$ cat config.mk
export PLATFORM = sky130hd
export DESIGN_NAME = fwd_hazard_unit
export DESIGN_NICKNAME = d
export VERILOG_FILES = /design/src/rtl/fwd_hazard_unit.sv
export SDC_FILE = /design/constraint.sdc
export NUM_CORES = 1
export LEC_CHECK = 0
export ABC_AREA = 0
export BUFFER_PORTS_ARGS = -buffer_cell sky130_fd_sc_hd__buf_4
export CAP_MARGIN = 40
export CELL_PAD_IN_SITES_DETAIL_PLACEMENT = 2
export CELL_PAD_IN_SITES_GLOBAL_PLACEMENT = 2
export CORE_MARGIN = 4
export CORE_UTILIZATION = 17
export CTS_CLUSTER_DIAMETER = 120
export CTS_CLUSTER_SIZE = 25
export DETAILED_ROUTE_END_ITERATION = 10
export GPL_TIMING_DRIVEN = 0
export PLACE_DENSITY_LB_ADDON = 0.1
export SYNTH_ARGS = -nofsm -noshare
export SYNTH_HDL_FRONTEND = slang
export SYNTH_SLANG_ARGS = --single-unit
export TNS_END_PERCENT = 20
$ cat constraint.sdc
create_clock -name clk -period 2.2 [get_ports clk]
set_clock_uncertainty 0.05 [all_clocks]
set_input_delay 0.44 -clock clk [delete_from_list [all_inputs] [get_ports clk]]
set_output_delay 0.44 -clock clk [all_outputs]
set_load 0.05 [all_outputs]
$ cat src/rtl/fwd_hazard_unit.sv
// fwd_hazard_unit: per-operand MEM/WB bypass selects plus load-use / RAW stall control.
// Define FWD_STALL_CNT_EN to build the saturating stall-cycle counter behind stall_cnt.
module fwd_hazard_unit #(
  parameter int ADDR_W   = 4,
  parameter int NUM_SRC  = 3,
  parameter int LOAD_LAT = 1
) (
  input  logic                      clk,
  input  logic                      rst,
  input  logic [NUM_SRC*ADDR_W-1:0] src,
  input  logic [NUM_SRC-1:0]        src_valid,
  input  logic [ADDR_W-1:0]         exe_dest,
  input  logic                      exe_wb_en,
  input  logic                      exe_mem_read,
  input  logic [ADDR_W-1:0]         mem_dest,
  input  logic                      mem_wb_en,
  input  logic [ADDR_W-1:0]         wb_dest,
  input  logic                      wb_wb_en,
  input  logic                      fwd_en,
  input  logic                      freeze,
  input  logic                      flush,
  output logic [NUM_SRC*2-1:0]      sel_src,
  output logic                      hazard_stall,
  output logic [31:0]               stall_cnt
);

  localparam int CNT_W = $clog2(LOAD_LAT + 1);

  typedef enum logic {IDLE, LWAIT} state_e;

  state_e             state_q, state_d;
  logic [CNT_W-1:0]   cnt_q, cnt_d;
  logic [NUM_SRC-1:0] ld_m, m_exe, m_mem, m_wb;
  logic               load_hz, raw_hz, detect;
  logic               stall_d;

  always_comb begin
    for (int i = 0; i < NUM_SRC; i++) begin
      ld_m[i]  = src_valid[i] &
                 (exe_dest == src[i*ADDR_W +: ADDR_W]);
      m_exe[i] = ld_m[i] & exe_wb_en;
      m_mem[i] = src_valid[i] & mem_wb_en &
                 (mem_dest == src[i*ADDR_W +: ADDR_W]);
      m_wb[i]  = src_valid[i] & wb_wb_en &
                 (wb_dest == src[i*ADDR_W +: ADDR_W]);
    end
  end

  assign load_hz = exe_wb_en & exe_mem_read & (|ld_m);
  // WB is left out: the register file writes it in the first half-cycle.
  assign raw_hz  = |(m_exe | m_mem);
  assign detect  = fwd_en ? load_hz : raw_hz;

  // MEM beats WB since it carries the younger result.
  always_comb begin
    sel_src = '0;
    if (fwd_en && !rst) begin
      for (int i = 0; i < NUM_SRC; i++) begin
        if (m_mem[i])
          sel_src[i*2 +: 2] = 2'b01;
        else if (m_wb[i])
          sel_src[i*2 +: 2] = 2'b10;
      end
    end
  end

  always_comb begin
    state_d = state_q;
    cnt_d   = cnt_q;
    stall_d = 1'b0;
    if (flush) begin
      state_d = IDLE;
      cnt_d   = '0;
    end else begin
      case (state_q)
        IDLE: begin
          stall_d = detect;
          if (fwd_en && load_hz && !freeze &&
              (LOAD_LAT > 1)) begin
            state_d = LWAIT;
            cnt_d   = CNT_W'(LOAD_LAT - 1);
          end
        end
        LWAIT: begin
          stall_d = 1'b1;
          if (!freeze) begin
            if (cnt_q == CNT_W'(1)) begin
              state_d = IDLE;
              cnt_d   = '0;
            end else begin
              cnt_d = cnt_q - CNT_W'(1);
            end
          end
        end
        default: begin
          state_d = IDLE;
          cnt_d   = '0;
        end
      endcase
    end
  end

  assign hazard_stall = stall_d & ~rst;

  always_ff @(posedge clk) begin
    if (rst) begin
      state_q <= IDLE;
      cnt_q   <= '0;
    end else begin
      state_q <= state_d;
      cnt_q   <= cnt_d;
    end
  end

`ifdef FWD_STALL_CNT_EN
  logic [31:0] stall_cnt_q, stall_cnt_d;

  always_comb begin
    stall_cnt_d = stall_cnt_q;
    if (hazard_stall && !freeze &&
        (stall_cnt_q != 32'hFFFF_FFFF))
      stall_cnt_d = stall_cnt_q + 32'd1;
  end

  always_ff @(posedge clk) begin
    if (rst)
      stall_cnt_q <= '0;
    else
      stall_cnt_q <= stall_cnt_d;
  end

  assign stall_cnt = stall_cnt_q;
`else
  assign stall_cnt = 32'd0;
`endif

endmodule

## After elaboration in Yosys (flattened, before gate mapping)

Index checks and enable logic that the tools add are counted.
Widths: inputs -> output; s select.

| storage, ports and cells | value |
|---|---|
| bits in registers | 2 |
| bits of input ports | 36 |
| output and inout port bits | 39 |

| cells by class | value |
|---|---|
| add/subtract/negate cells | 1 |
| equality and inequality tests | 9 |
| mux-type cells | 13 |
| bitwise gates (word level) | 25 |
| reduce and logical (&&, ||, !) cells | 7 |

Operators by type and width:

| operator | number |
|---|---|
| $eq 4x4->1 | 9 |
| $and 1x1->1 | 21 |
| $mux 2 | 6 |
| $reduce_or 3->1 | 3 |
| $mux 6 | 1 |
| $mux 1 | 5 |
| $not 1->1 | 3 |
| $or 3x3->3 | 1 |
| $pmux 1 s2 | 1 |
| $reduce_and 2->1 | 1 |
| $reduce_or 2->1 | 1 |
| $logic_and 1x1->1 | 1 |
| $logic_not 1->1 | 1 |
| $sub 1x1->1 const B | 1 |

## Logic depth before layout (Yosys ltp)

Gate-level depths: netlist (run 1).

| logic depth | value |
|---|---|
| depth in word-level cells | 9 |
| depth in mapped cells | 5 |

## Worst setup path before layout (run 1)

No wires, ideal clock.

| path | value |
|---|---|
| path kind | input to output |
| from | input port src[5] |
| to | output port sel_src[2] |
| arrival | 1.900 ns |
| required time | 1.710 ns |
| slack | -0.190 ns |
| stages | 4 |
| path buffers | 0 |
| cells stage by stage | inv_2 -> a222oi_1 -> or4b_4 -> nor2_1 |

| on the way | value |
|---|---|
| word-level cells in the longest chain between the ends | 4 |

Ends and longest elaborated chain:

| element | RTL line | source |
|---|---|---|
| start, declared | 10 | `input logic [NUM_SRC*ADDR_W-1:0] src,` |
| $eq 4x4->1 | 43 | `(mem_dest == src[i*ADDR_W +: ADDR_W]);` |
| $and 1x1->1 | 42 | `m_mem[i] = src_valid[i] & mem_wb_en &` |
| $mux 2 | 59 | `if (m_mem[i])` |
| $mux 6 | 57 | `if (fwd_en && !rst) begin` |
| end, declared | 22 | `output logic [NUM_SRC*2-1:0] sel_src,` |

Every way passes these cells.

## Worst setup path in the final report (run 1)

| path | value |
|---|---|
| from | input port src[5] |
| to | output port hazard_stall |

| on the way | value |
|---|---|
| word-level cells in the longest chain between the ends | 9 |
| elaborated cells between the ends (all ways) | 13 |
| classes of those cells | eq/ne (2); mux (3); bitwise (6); reduce/logical (2) |

Ends and longest elaborated chain:

| element | RTL line | source |
|---|---|---|
| $eq 4x4->1 | 40 | `(exe_dest == src[i*ADDR_W +: ADDR_W]);` |
| $and 1x1->1 | 39 | `ld_m[i] = src_valid[i] &` |
| $and 1x1->1 | 41 | `m_exe[i] = ld_m[i] & exe_wb_en;` |
| $or 3x3->3 | 51 | `assign raw_hz = \|(m_exe \| m_mem);` |
| $reduce_or 3->1 | 51 |  |
| $mux 1 (*) | 52 | `assign detect = fwd_en ? load_hz : raw_hz;` |
| $pmux 1 s2 (*) | 75 | `case (state_q)` |
| $mux 1 (*) | 71 | `if (flush) begin` |
| $and 1x1->1 (*) | 103 | `assign hazard_stall = stall_d & ~rst;` |
| end, declared | 23 | `output logic hazard_stall,` |

Every way passes the cells marked *; elsewhere a longest branch is shown, timed or not.

==> results of run 1 <==
## state kept, by name, summed over array words and instances, names as in the netlist
register / count
cnt_q: 1
state_q: 1
## routing by layer
layer | wire (um) | part of all wire
met5 | 0 | 0
met4 | 0 | 0
met3 | 189 | 0.059
met2 | 1750 | 0.55
met1 | 1270 | 0.39
## critical path, stage by stage
cell,delay (ps)
buf_8,80
inv_4,30
a222oi_1,350
or4b_4,520
a311o_1,290
o211ai_2,70
buf_6,180
## power groups by stage
stage	sequential [mW]	clock (mW)	combinational, mW
after floorplan	0.0370	0	0.224
after global placement	0.0370	0	0.311
after detailed placement	0.0370	0	0.317
after CTS	0.0366	0.146	0.324
after global routing	0.0366	0.149	0.352
final	0.0366	0.142	0.330
## through the flow
stage,hold slack [ps],cells,setup WS (ps)
6_report,433,255,-254
5_1_grt,461,255,-300
4_1_cts,429,254,-337
3_5_place_dp,424,248,-401
2_1_floorplan,386,139,-88.5
3_3_place_gp,416,248,-311
## worst max-delay path by stage
stage                      startpoint      endpoint  slack (ps)  depth (start not counted)
after floorplan                src[5]  hazard_stall         -90                          5
after global placement         src[5]  hazard_stall        -310                          7
after detailed placement  mem_dest[2]  hazard_stall        -400                          7
after CTS                      src[5]  hazard_stall        -340                          7
after global routing           src[5]  hazard_stall        -300                          7
final                          src[5]  hazard_stall        -250                          7
## placed cells by master (no fill, tap or decap)
cell	n
or2_2	1
a222oi_1	1
inv_4	2
o22ai_1	1
nand3b_1	1
dfxtp_1	2
nor3_1	4
a311o_1	1
buf_8	2
buf_4	71
and4_1	2
nor4_1	4
nor2b_1	1
or4b_4	1
and4_2	1
o211ai_2	1
xnor2_1	9
a31oi_1	1
a211o_1	1
clkbuf_8	3
nor2_1	4
o21ai_0	2
nor2_4	1
nand3_1	2
conb_1	32
nand2b_1	1
xor2_1	25
o211ai_1	1
nand4_1	2
inv_1	3
buf_6	5
## repair_timing
item	4_1_cts	5_1_grt
setup endpoints to repair	3	3
buffers inserted	3	1
pin swaps	2	2
hold endpoints to repair	0	0
hold buffers	0	0
gates resized for setup	9	4
## final cells by class
class                   instances  area [um2]  area share
multi-input cells             100         651       0.446
plain buffers                  32         240       0.165
clock buffers                   3        41.3      0.0283
flip-flops and latches          2        40.0      0.0274
inverters                       5        23.8      0.0163
well taps                      67        83.8      0.0575
repair buffers                 46         379       0.260
## cells by family after synthesis
logic type,count (synthesis)
xor gates and xnor gates,34
DFF,2
buffers and inverters,37
and+or+nand+nor,25
other,1
AOI/OAI and AO/OA,9
==> flow_summary.yaml, run 1 <==
timing:
  finalSetupTns_ps: -624
  fmax_mhz: 408
  grt_setup_unrepaired: "yes"
  fin_crit_sh: 1.12
  maxSlewViolCount: 0
  fin_crit_ps: 2450
  finalWorstSetupSlack_ps: -254
  finalHoldViolCount: 0
  setup_violations: 3
power:
  seqPwrFrac: 0.072
  p_per_area_mw_per_mm2: 348
  leakage_nw: 0.745
  peakVddDrop_v: 0.000161
  power_mw: 0.508
  p_sw_mw: 0.230
  comb_power_share: 0.649
  p_int_mw: 0.279
  pwr-share-clk: 0.279
  switching_share: 0.452
cts:
  cts_buffers: 3
  clock-sinks: 2
  cts_tree: "built"
  clkLatencyLatePin_ps: 210
  h-tree-depth: 1
  cts_buffer_depth: 2
  clkSlewWorstSetupHoldPaths_ps: 30
  root_buffer: "clkbuf_8"
global_routing:
  grtUsageMet3: 0.0197
  grt.met1_usage: 0.118
  grt_util_met2: 0.202
  grt-ovfl-total: 0
  antenna_found_initial: 0
  track_usage: 0.103
  grt-busiest-layer: "met2"
  first_global_vias: 1017
  grt_pass1_wl_um: 5110
  grt_max_degree: 6
synth:
  synth_seq_cells: 2
  synth_mux_area_frac: 0
  syn_inst: 108
  synthSimpleGateAreaFrac: 0.186
  synth_enable_flop_cells: 0
  synth_top_family_by_area: "XOR/XNOR gates"
  synth_fa_ha_area_frac: 0
  synth.most_common_cell: "buf_4"
  synth_common_cells: "buf_4, xor2_1, xnor2_1, nor2_1"
  yosys.area.top_type: "buf_4"
  synthXorXnorAreaFrac: 0.361
  ys_types: 27
  yosysWarningCount: 0
  synth_seq_area_share: 0.0485
  syn_area_um2: 826
  synthTopCellsByArea: "buf_4, xor2_1, xnor2_1, dfxtp_1, nor4_1"
  ys_async_sr_fraction: 0
  synth_ff_type: "dfxtp_1"
  netlist.area_leader.share: 0.291
  syn_avg_cell_area_um2: 7.65
  synth_compound_area_frac: 0.0864
die:
  start_util: 0.175
  fp.coreArea_mm2: 0.00472
  fp.dieH_um: 77.7
  rows: 25
  die_x_um: 77.7
  ios: 75
  die_area_mm2: 0.00604
placement:
  gp_congestion: 0.795
  placed_area_mm2: 0.00134
  dp_hpwl_um: 2940
  portBuffers: 42
cells_and_area:
  fin_area_mm2: 0.00146
  nets: 226
  fillers: 582
  final_core_util: 0.309
  diodes: 0
  drive_above_1_share: 0.468
  area_delta_synth_final_pct: 76.7
worst_setup_path:
  cp-start-kind: "input port"
  end_kind: "output port"
  rr_endpoint: "cnt_q"
  worstPathMaxFanout: 2
  ff2ff_setup_slack_ps: 1290
  crit-reg2reg-launch: "state_q"
  critPathKind: "input port to output port"
  cp.required_ps: 1710
  r2r_cells: 3
  cp.arrival_ps: 1960
route:
  finalWirelength_um: 3210
  routedWlPerCell_um: 12.6
  via_count: 905
  avgViaCountPerCell: 3.55
  drc: 0
  drtPass1Iterations: 4
  drtIter0Drc: 17
  ant_nets: 0
run:
  maxCapViolCount: 0
min_path:
  whs_path_depth: 2
  holdPathEnd: "state_q"
  worstHoldPathType: "register to register"
  worstHoldStart: "state_q"
run_status:
  violations: "negative setup slack"
  status: "finished with violations"
No activity file was read; power rests on OpenSTA's default activity.
==> run 2, diff against run 1 <==
REMOVE_ABC_BUFFERS = 1   (was unset)
SKIP_LAST_GASP = 1   (was unset)
==> run 2 against run 1 <==
Combinational power decreased by 15%. Largest power group unchanged. Die area unchanged. Non-clock buffer count decreased by 33. Worst hold slack improved by 22 ps. First-iteration DRC count increased by 24%. Total power decreased by 9.7%. Via count decreased by 10%. Utilization decreased by 5.5 points. Critical path type unchanged. The flow still finishes with violations (negative setup slack). Design area decreased by 18%. Setup slack improved by 66 ps. Global-route usage decreased by 0.54 points.
==> flow_summary.yaml, run 2 (synthesis results as in run 1) <==
timing:
  grt_setup_unrepaired: "yes"
  fin_crit_ps: 2390
  setup_violations: 3
  timing.hold.ws_ps: 455
  fmax_mhz: 419
  maxSlewViolCount: 0
  finalSetupTns_ps: -448
  fin_crit_sh: 1.09
  finalHoldViolCount: 0
  finalWorstSetupSlack_ps: -188
cts:
  root_buffer: "clkbuf_8"
  h-tree-depth: 1
  cts_buffer_depth: 2
  clkSlewWorstSetupHoldPaths_ps: 30
  cts_buffers: 3
  clock-sinks: 2
  clkLatencyLatePin_ps: 210
  cts_tree: "built"
  holdBufCountCts: 0
cells_and_area:
  top_regs: "cnt_q (1), state_q (1)"
  drive_above_1_share: 0.348
  layout_commonest_cell: "buf_4"
  final_core_util: 0.254
  nets: 193
  fin_cells: 222
  final_cell_mix: "buf_4, conb_1, xor2_1"
  diodes: 0
  fillers: 560
  area_delta_synth_final_pct: 45.0
  fin_area_mm2: 0.00120
run_status:
  status: "finished with violations"
  violations: "negative setup slack"
route:
  drc: 0
  drtIter0Drc: 21
  drtPass1Iterations: 4
  routedWlPerCell_um: 13.3
  finalWirelength_um: 2960
  ant_nets: 0
  via_count: 812
  avgViaCountPerCell: 3.66
placement:
  place_inst: 216
  placed_area_mm2: 0.00110
  dp_hpwl_um: 2790
  gp_congestion: 0.746
  portBuffers: 42
  place_ws_ps: -331
global_routing:
  track_usage: 0.0973
  grt-ovfl-total: 0
  antenna_found_initial: 0
  grt_max_degree: 6
  first_global_vias: 960
  grt_pass1_wl_um: 4670
die:
  fp.coreArea_mm2: 0.00472
  die_area_mm2: 0.00604
  ios: 75
  fp.dieH_um: 77.7
  die_x_um: 77.7
  rows: 25
  start_util: 0.175
power:
  power_mw: 0.459
  pwr-share-clk: 0.312
  comb_power_share: 0.609
  leakage_nw: 0.564
  seqPwrFrac: 0.080
  p_per_area_mw_per_mm2: 384
  p_sw_mw: 0.221
  peakVddDrop_v: 0.000145
  p_int_mw: 0.238
  switching_share: 0.481
worst_setup_path:
  critPathKind: "input port to output port"
  worstSetupEndpoint: "hazard_stall"
  critPathSlowestCell: "or4b_4"
  max_stage_delay_ps: 510
  ff2ff_setup_slack_ps: 1330
  end_kind: "output port"
  path_cells: "buf_8 > a222oi_1 > or4b_4 > a311o_1 > o211ai_2 > buf_6"
  cp-start-kind: "input port"
  crit-reg2reg-launch: "state_q"
  startpoint: "mem_dest[1]"
  worstPathMaxFanout: 2
  cp.required_ps: 1710
  r2r_cells: 3
  cp.arrival_ps: 1900
  rr_endpoint: "cnt_q"
min_path:
  worstHoldPathType: "register to register"
  worstHoldStart: "state_q"
run:
  maxCapViolCount: 0
-- run 2: cell count changes in the layout (fill, tap and decap cells not counted), sizes merged --
| cell | delta |
|---|---|
| buf | -33 |
-- run 2: layout make-up --
cell class	instances	area, um2	share of cell area
Multi-Input combinational cell	100	643	0.537
Tap cell	67	83.8	0.0700
Inverter	5	21.3	0.0178
Timing Repair Buffer	45	368	0.307
Clock buffer	3	41.3	0.0345
Sequential cell	2	40.0	0.0334
-- run 2: routing by layer --
layer / GRT usage / up-vias / routed length, um
li1: - / 394 / -
met1: 0.117 / 371 / 1230
met2: 0.166 / 45 / 1440
met3: 0.0267 / 2 / 275
met4: 0.0320 / 0 / 11
met5: 0 / - / 0
-- run 2: power by group through the flow --
| stage | Sequential, mW | Combinational, mW | Clock [mW] |
|---|---|---|---|
| floorplan | 0.0370 | 0.179 | 0 |
| global placement | 0.0370 | 0.267 | 0 |
| detailed placement | 0.0370 | 0.273 | 0 |
| CTS | 0.0366 | 0.281 | 0.149 |
| global route | 0.0366 | 0.300 | 0.151 |
| finish | 0.0366 | 0.279 | 0.143 |
-- run 2: how the worst min path moves through the flow --
| stage | end | slack [ps] | depth (start not counted) |
|---|---|---|---|
| 2_1_floorplan | state_q | 390 | 2 |
| 3_3_place_gp | state_q | 410 | 2 |
| 3_5_place_dp | state_q | 460 | 2 |
| 4_1_cts | state_q | 470 | 2 |
| 5_1_grt | state_q | 500 | 2 |
| 6_report | state_q | 460 | 2 |
-- run 2: what timing repair did --
action	4_1_cts	5_1_grt
pin swaps	2	0
gates resized for setup	10	0
buffers inserted	3	0
setup endpoints to repair	3	4
-- run 2: critical path, delay by kind of cell --
family,cells,cell delay [ps]
buffers and inverters,2,270
AOI/OAI and AO/OA,3,660
and+or+nand+nor,1,510
==> run 3, diff against run 2 <==
CORE_ASPECT_RATIO = 0.7   (was unset)
==> run 3 against run 2 <==
The flow still finishes with violations (negative setup slack). Routed wire length increased by 7.5%. Utilization increased by 0.59 points. Setup slack lost 70 ps. Clock power hardly changed. Sequential power hardly changed. Critical endpoint unchanged. Sequential share of layout area rose by 0.082 points. First-iteration DRC count down 48%. Global-route usage rose by 0.42 points. Largest cell class unchanged.
==> flow_summary.yaml, run 3 (synthesis results as in run 1) <==
timing:
  fmax_mhz: 407
  setup_violations: 3
  finalWorstSetupSlack_ps: -258
  maxSlewViolCount: 0
  grt_setup_unrepaired: "yes"
  fin_crit_sh: 1.12
  finalHoldViolCount: 0
  fin_crit_ps: 2460
cts:
  cts_buffers: 3
  root_buffer: "clkbuf_8"
  h-tree-depth: 1
  cts_tree: "built"
  clkLatencyLatePin_ps: 210
  clock-sinks: 2
  clkSlewWorstSetupHoldPaths_ps: 30
  cts_buffer_depth: 2
global_routing:
  antenna_found_initial: 0
  grt-ovfl-total: 0
  grt_pass1_wl_um: 4810
  grt_max_degree: 6
  first_global_vias: 920
  track_usage: 0.102
route:
  drc: 0
  drtIter0Drc: 11
  wirelength_met1_um: 1430
  top_layer: "met4"
  routedWlPerCell_um: 15.2
  wl_met3_um: 190
  wl_met2_um: 1530
  ant_nets: 0
  finalWirelength_um: 3180
  via_count: 830
  drtPass1Iterations: 4
  avgViaCountPerCell: 3.97
die:
  die_area_mm2: 0.00605
  die_x_um: 91.3
  ios: 75
  fp.dieH_um: 66.3
  start_util: 0.183
  rows: 20
  fp.coreArea_mm2: 0.00450
worst_setup_path:
  cp-start-kind: "input port"
  end_kind: "output port"
  critPathKind: "input port to output port"
  cp.required_ps: 1710
  cp.arrival_ps: 1970
  worstPathMaxFanout: 2
placement:
  gp_congestion: 0.666
  place_inst: 204
  portBuffers: 42
  placed_area_mm2: 0.00109
  dp_hpwl_um: 2840
power:
  peakVddDrop_v: 0.000112
  p_int_mw: 0.236
  p_sw_mw: 0.223
  p_per_area_mw_per_mm2: 393
  seqPwrFrac: 0.080
  comb_power_share: 0.607
  leakage_nw: 0.558
  pwr-share-clk: 0.313
  switching_share: 0.485
cells_and_area:
  diodes: 0
  layout_commonest_cell: "buf_4"
  seq_area_um2: 40.0
  drive_above_1_share: 0.344
  fillers: 536
  nets: 192
  final_cell_mix: "buf_4, conb_1, xor2_1"
  top_regs: "cnt_q (1), state_q (1)"
  multiInputGateArea_um2: 643
  area_delta_synth_final_pct: 41.5
  fin_area_mm2: 0.00117
  fin_cells: 209
run:
  maxCapViolCount: 0
run_status:
  status: "finished with violations"
  violations: "negative setup slack"
min_path:
  worstHoldPathType: "register to register"
-- run 3: cell count changes in the layout (fill, tap and decap cells not counted) --
cell | previous run | this run
inv_2 | 1 | 2
inv_4 | 1 | 0
buf_8 | 3 | 1
buf_6 | 2 | 5
buf_4 | 40 | 38
-- run 3: critical path: stages --
cell and delay (ps):
buf_8 70, inv_2 30, a222oi_1 310, or4b_4 530, a311o_1 300, o211ai_2 90
buf_6 190
-- run 3: final timing paths --
kind,startpoint,endpoint,slack (ps),depth (start not counted)
setup / recovery,src[5],hazard_stall,-260,7
hold / removal,state_q,state_q,460,2
setup reg to reg,state_q,cnt_q,1310,3
hold reg to reg,state_q,state_q,460,2
-- run 3: power by group through the flow --
stage	sequential (mW)	combinational, mW	clock (mW)
final	0.0366	0.279	0.144
after global routing	0.0366	0.298	0.150
after CTS	0.0366	0.280	0.143
after detailed placement	0.0370	0.273	0
after global placement	0.0370	0.267	0
after floorplan	0.0370	0.179	0
-- run 3: final cells by class --
| class | count | share of cell area |
|---|---|---|
| multi-input cells | 100 | 0.550 |
| repair buffers | 44 | 0.305 |
| well taps | 55 | 0.0589 |
| clock buffers | 3 | 0.0353 |
| flip-flops and latches | 2 | 0.0343 |
| inverters | 5 | 0.0161 |
-- run 3: per-stage QoR --
| stage | utilization | setup TNS, ps | worst slack, ps | power (mW) | hold slack, ps |
|---|---|---|---|---|---|
| final | 0.259 | -623 | -258 | 0.459 | 463 |
| after global routing | 0.259 | -732 | -295 | 0.485 | 498 |
| after CTS | 0.259 | -631 | -252 | 0.460 | 471 |
| after detailed placement | 0.241 | -648 | -390 | 0.310 | 466 |
| after global placement | 0.241 | -481 | -336 | 0.304 | 408 |
| after floorplan | - | -270 | -190 | 0.216 | 386 |
-- run 3: what timing repair did --
item,4_1_cts,5_1_grt
setup endpoints to repair,3,3
buffers inserted,2,0
gates resized for setup,8,0
pin swaps,2,0
hold buffers,0,0
-- run 3: routing by layer --
layer / up-vias / track usage
met1: 394 / 0.134
met3: 2 / 0.0216
met5: - / 0
met2: 40 / 0.170
li1: 394 / -
met4: 0 / 0.0244
